$ cat src/rtl/mac_accumulator.sv
`default_nettype none
// ============================================================================
//  Module      : mac_accumulator
//  Description : Sums VEC_LEN consecutive valid results from the 3-stage
//                multiply-add pipeline into one wide dot-product total and
//                presents each total through a valid/ready output register.
//                Optional clamping of the total is enabled with the macro
//                MAC_ACC_SAT_EN (default build: sum wraps, sat tied to 0).
//  Revision    : 1.0 - initial release
// ============================================================================
module mac_accumulator #(
    parameter int VEC_LEN = 4,
    parameter int LAT     = 3,
    parameter int ACC_W   = 16
) (
    input  logic             clk,
    input  logic             rst,
    input  logic             in_valid,
    input  logic [7:0]       in_result,
    input  logic             out_ready,
    output logic             out_valid,
    output logic [ACC_W-1:0] out_sum,
    output logic             busy,
    output logic             overrun,
    output logic             sat
);

    // Count only needs to reach VEC_LEN-1; completion resets it to 0.
    localparam int c_cnt_w = (VEC_LEN > 1) ? $clog2(VEC_LEN) : 1;
    localparam logic [c_cnt_w-1:0] c_cnt_last = c_cnt_w'(VEC_LEN - 1);

    typedef enum logic [0:0] {
        ACC_IDLE = 1'b0,
        ACC_RUN  = 1'b1
    } acc_state_t;

    acc_state_t         r_state;
    logic [c_cnt_w-1:0] r_count;
    logic [ACC_W-1:0]   r_acc;
    logic [LAT-1:0]     r_vld_sr;
    logic               r_busy;
    logic               r_out_valid;
    logic [ACC_W-1:0]   r_out_sum;
    logic               r_overrun;

    logic               w_smp;
    logic               w_done;
    logic               w_out_load;
    logic [ACC_W-1:0]   w_base;
    logic [ACC_W-1:0]   w_acc_next;

    // Valid tracking mirrors the upstream pipeline so in_result can be
    // qualified without any handshake from the fixed-latency datapath.
    generate
        if (LAT == 1) begin : g_sr_single
            // Single-stage valid tracker
            always_ff @(posedge clk or posedge rst) begin
                if (rst) begin
                    r_vld_sr <= '0;
                end else begin
                    r_vld_sr <= in_valid;
                end
            end
        end else begin : g_sr_multi
            // Multi-stage valid tracker shifting toward the sample point
            always_ff @(posedge clk or posedge rst) begin
                if (rst) begin
                    r_vld_sr <= '0;
                end else begin
                    r_vld_sr <= {r_vld_sr[LAT-2:0], in_valid};
                end
            end
        end
    endgenerate

    assign w_smp      = r_vld_sr[LAT-1];
    assign w_done     = w_smp && (r_count == c_cnt_last);
    assign w_out_load = w_done && (!r_out_valid || out_ready);

    // First sample of a vector loads directly: no clear cycle is needed.
    assign w_base = (r_state == ACC_IDLE) ? '0 : r_acc;

`ifdef MAC_ACC_SAT_EN
    logic [ACC_W:0] w_sum_wide;
    logic           w_flag_next;
    logic           r_flag;
    logic           r_sat;

    assign w_sum_wide  = {1'b0, w_base} + (ACC_W + 1)'(in_result);
    assign w_acc_next  = w_sum_wide[ACC_W] ? {ACC_W{1'b1}} : w_sum_wide[ACC_W-1:0];
    // Flag is ignored in ACC_IDLE so each new vector starts unclamped.
    assign w_flag_next = ((r_state == ACC_RUN) && r_flag) || w_sum_wide[ACC_W];

    // Sticky-per-vector clamp flag and its copy alongside out_sum
    always_ff @(posedge clk or posedge rst) begin
        if (rst) begin
            r_flag <= 1'b0;
            r_sat  <= 1'b0;
        end else begin
            if (w_smp) begin
                r_flag <= w_flag_next;
            end
            if (w_out_load) begin
                r_sat <= w_flag_next;
            end
        end
    end

    assign sat = r_sat;
`else
    assign w_acc_next = w_base + ACC_W'(in_result);
    assign sat        = 1'b0;
`endif

    // Accumulation state machine: count samples, close a total on the last
    always_ff @(posedge clk or posedge rst) begin
        if (rst) begin
            r_state <= ACC_IDLE;
            r_count <= '0;
            r_acc   <= '0;
            r_busy  <= 1'b0;
        end else if (w_smp) begin
            r_acc <= w_acc_next;
            if (w_done) begin
                r_state <= ACC_IDLE;
                r_count <= '0;
                r_busy  <= 1'b0;
            end else begin
                r_state <= ACC_RUN;
                r_count <= r_count + c_cnt_w'(1);
                r_busy  <= 1'b1;
            end
        end
    end

    // Output register: load when free or being drained, else drop and flag
    always_ff @(posedge clk or posedge rst) begin
        if (rst) begin
            r_out_valid <= 1'b0;
            r_out_sum   <= '0;
            r_overrun   <= 1'b0;
        end else begin
            if (w_out_load) begin
                r_out_valid <= 1'b1;
                r_out_sum   <= w_acc_next;
            end else if (w_done) begin
                r_overrun   <= 1'b1;
            end else if (r_out_valid && out_ready) begin
                r_out_valid <= 1'b0;
            end
        end
    end

    assign out_valid = r_out_valid;
    assign out_sum   = r_out_sum;
    assign busy      = r_busy;
    assign overrun   = r_overrun;

endmodule
`default_nettype wire

$ cat config.mk
export PLATFORM = sky130hd
export DESIGN_NAME = mac_accumulator
export DESIGN_NICKNAME = d
export VERILOG_FILES = /design/src/rtl/mac_accumulator.sv
export SDC_FILE = /design/constraint.sdc
export NUM_CORES = 1
export LEC_CHECK = 0
export CORE_UTILIZATION = 49
export DETAILED_ROUTE_END_ITERATION = 8
export PLACE_DENSITY = 0.74
export SLEW_MARGIN = 40
export SYNTH_ARGS = -nofsm -noshare
export SYNTH_HDL_FRONTEND = slang
export SYNTH_SLANG_ARGS = --single-unit
$ cat constraint.sdc
create_clock -name clk -period 2.7 [get_ports clk]
set_input_delay 0.405 -clock clk [delete_from_list [all_inputs] [get_ports clk]]
set_output_delay 0.405 -clock clk [all_outputs]
set_load 0.02 [all_outputs]
==> metrics.sh <==
P_LEAK_nW=1.17
ARRIVAL_WORST_ENDPOINT_PS=2760
GRT_FIRST_PASS_WIRELENGTH_UM=7160
POSTROUTEWIRELENGTH_UM=4110
RSZ0062_AT_GRT='false'
VIASPERCELL=5.39
FINAL-SEQ-AREA_UM2=1000
SYNTH-SEQ-AREA-SHARE_PCT=46.3
SYN_INST=230
CLKSINKCOUNT=40
HTREE_NUM_LEVELS=2
WL_MET3_UM=180
FINALWEIGHTEDCONGESTION=0.866
CORE.ROWCOUNT=23
SYNTH_TOP_AREA_SHARE_PCT=46.3
MULTI_INPUT_AREA_UM2=1120
NUMBER_OF_MAX_CAP_VIOLATIONS=0
RATIO_OF_TOTAL_POWER_TO_CELL_AREA_nW_PER_UM2=1240
CLOCK_INSERTION_DELAY_WORST_SKEW_PS=290
CTS_ROOT_BUFFER_TYPE='sky130_fd_sc_hd__clkbuf_8'
DETAILED_PLACE.AREA_UM2=2560
SYN-NUM-NETS=252
DP_HPWL_UM=3020
RUN_STATUS='complete, no violations'
DESIGN_AREA_UM2=2650
TIMING.FINAL.CRIT_SHARE_PCT=93.7
ROUTE.MET2.WL_UM=1800
CLKSLEWWORSTSETUPHOLDPATHS_PS=70
CTS_HOLD_REPAIR_BUFFERS=0
DP_CELLS=306
HOLD_CLASS='flip-flop to flip-flop'
CELL_AREA_AFTER_SYNTHESIS_UM2=2160
GRT_OVERFLOW_TOTAL=0
ANTENNA_VIOLATIONS_BEFORE_REPAIR=0
LARGEST_NET_DEGREE_AT_THE_START_OF_GLOBAL_ROUTING=41
CRITICAL_PATH.MAX_FANOUT=8
FP.DIEW_UM=68.4
WL_PER_CELL_UM=13.1
VDD.IR_DROP.WORST_mV=0.770
COUNT_OF_FLIP_FLOPS_WITH_A_BUILT_IN_ENABLE_AFTER_SYNTHESIS=0
INITIAL_CORE_UTIL_PCT=52.6
FLOORPLAN.DIE_AREA_UM2=4680
YS_TYPES=43
CRITICAL_PATH.STARTPOINT_TYPE='flip-flop'
PLACEABLECOREAREA_UM2=4120
CLOCK_SKEW_PS=4.97
TIMING.SETUP.CRITICAL_PATH_CLASS='flip-flop to flip-flop'
CTS.REPAIR_TIMING.SETUP_BUFFER_COUNT=0
SYNTH.MOST_COMMON_CELL='sky130_fd_sc_hd__nand2_1'
DR_ITER_0_VIOLS=70
CTS_RESIZED=0
DIODES=0
SYNTH.AREA.TOP_CELLS='sky130_fd_sc_hd__dfrtp_1 (46%), sky130_fd_sc_hd__nand2_1 (8.0%), sky130_fd_sc_hd__ha_1 (5.2%)'
DR_TOTAL_VIAS=1691
FIN_NETS=285
CRIT_REQUIRED_PS=2930
GR-USAGE-ALL-LAYERS_PCT=21.2
ASYNC_FLOP_SHARE_PCT=100
SYNTH.AVG_CELL_AREA_UM2=9.41
GRT_PASS1_VIAS=1588
PORT-BUFFER-COUNT=30
SYN_TO_FINAL_GROWTH_PCT=22.7
CTS_TREE='done'
TIME_THE_FINAL_WORST_PATH_NEEDS_WITH_I_O_DELAYS_AND_SETUP_PS=2530
REPORT.FINAL.SLEW_VIOL_COUNT=0
DETAIL_ROUTE.WIRELENGTH.MET1_UM=2050
POSTSYNTHREGISTERBITS=40
NUMBER_OF_PLACED_I_O_PINS=32
FINAL-SETUP-VIOL-COUNT=0
TIMING.HOLD.WS_PS=354
DRIVE_GT1_SHARE_PCT=12.5
SETUP.WORST_PATH.END_CLASS='flip-flop'
YOSYSWARNINGS=0
SYNTHTOPCELLSBYCOUNT='sky130_fd_sc_hd__nand2_1 (46), sky130_fd_sc_hd__dfrtp_1 (40), sky130_fd_sc_hd__a21oi_1 (12), sky130_fd_sc_hd__nor2_1 (12), sky130_fd_sc_hd__nand3_1 (11)'
DIE_HEIGHT_UM=68.4
NUMBER_OF_FILL_CELLS_IN_THE_LAYOUT=351
MAXIMUM_CLOCK_INSERTION_BUFFER_COUNT=2
FMAX_MHz=395
FIRST_PASS_ITERS=4
YOSYSTOPAREACELL='sky130_fd_sc_hd__dfrtp_1'
DRCVIOLATIONCOUNT=0
HIGHEST-SIGNAL-LAYER='met4'
MOST_FREQUENTLY_USED_FLOP_MASTER_AFTER_SYNTHESIS='sky130_fd_sc_hd__dfrtp_1'
NUMCTSBUFFERS=5
DETAIL-ROUTE-ANTENNA-NETS=0
TIMING.FINAL.HOLD_VIOLATIONS=0
LAYOUTNONFILLERINSTCOUNT=314
==> where the power goes <==
group / leakage, nW / switching, mW / total, mW / internal (mW)
registers: 0.472 / 0.172 / 1.04 / 0.864
clock network: 0.0455 / 0.192 / 0.400 / 0.208
logic: 0.655 / 0.978 / 1.86 / 0.885
total: 1.17 / 1.34 / 3.30 / 1.96
==> kinds of logic (layout without fill, tap and decap cells) <==
kind of cell    Yosys count  after routing  synth area share (%)
compound gates           43             43                  12.6
xor+xnor                 12             12                  4.86
fa+ha+maj                10             10                  6.13
buf+inv                  17             51                  3.18
flops                    40             40                  46.3
mux                      11             11                  5.90
other cells               1              1                 0.173
simple gates             96             96                  20.9
==> routing by layer <==
metal  vias to the layer above  global-route usage, %
li1                        860                      -
met1                       785                   28.0
met2                        39                   32.6
met3                         7                   5.67
met4                         0                   8.85
met5                         -                      0
==> placed cells by master (no fill, tap or decap), types with 3 or more instances in the layout <==
cell type / instances
sky130_fd_sc_hd__a21o_1: 4
sky130_fd_sc_hd__a21oi_1: 11
sky130_fd_sc_hd__a31oi_1: 3
sky130_fd_sc_hd__and2_1: 8
sky130_fd_sc_hd__buf_4: 8
sky130_fd_sc_hd__clkbuf_8: 6
sky130_fd_sc_hd__clkdlybuf4s50_1: 30
sky130_fd_sc_hd__dfrtp_1: 39
sky130_fd_sc_hd__ha_1: 8
sky130_fd_sc_hd__inv_1: 5
sky130_fd_sc_hd__mux2_2: 10
sky130_fd_sc_hd__nand2_1: 46
sky130_fd_sc_hd__nand3_1: 11
sky130_fd_sc_hd__nor2_1: 12
sky130_fd_sc_hd__o21ai_0: 5
sky130_fd_sc_hd__o21ai_1: 5
sky130_fd_sc_hd__o31ai_1: 5
sky130_fd_sc_hd__xnor2_1: 10
==> registers in the layout, indices dropped and copies added (netlist names) <==
register   count
r_acc         16
out_sum       16
out_valid      1
overrun        1
busy           1
r_count        2
r_vld_sr       3
==> worst max-delay path: stages, from the launching register on <==
cell and delay [ps]:
sky130_fd_sc_hd__dfrtp_2 460, sky130_fd_sc_hd__and2_4 160, sky130_fd_sc_hd__ha_4 160, sky130_fd_sc_hd__fa_2 400
sky130_fd_sc_hd__a211oi_2 260, sky130_fd_sc_hd__nor3_2 70, sky130_fd_sc_hd__or3_1 340, sky130_fd_sc_hd__a21o_1 200
sky130_fd_sc_hd__mux2_4 310, sky130_fd_sc_hd__a21oi_2 100
==> final cells by class <==
type	instances	area share [%]
clock buffer	8	3.39
inverter	5	0.707
multi-input combinational	173	42.2
sequential	40	37.8
tap	50	2.36
timing repair buffer	38	13.6
==> worst paths after layout <==
path | start | depth (start not counted) | endpoint | slack, ps
worst max-delay path | busy | 9 | r_acc[8] | 170
worst min-delay path | r_vld_sr[1] | 0 | r_vld_sr[2] | 350
worst max register to register | busy | 9 | r_acc[8] | 170
worst min register to register | r_vld_sr[1] | 0 | r_vld_sr[2] | 350
max in group asynchronous | rst | 3 | busy | 1810
min in group asynchronous | rst | 3 | r_acc[4] | 530
==> metrics by stage <==
stage | utilization (%) | worst slack, ps | TNS (ps) | power [mW]
floorplan | - | -74.2 | -74.2 | 2.38
global placement | 62.3 | -44.9 | -44.9 | 2.86
detailed placement | 62.3 | -102 | -102 | 2.91
CTS | 64.5 | 151 | 0 | 3.33
global route | 64.5 | 21.0 | 0 | 3.59
finish | 64.5 | 169 | 0 | 3.30
Note: power is estimated with default switching activity, not from simulation.
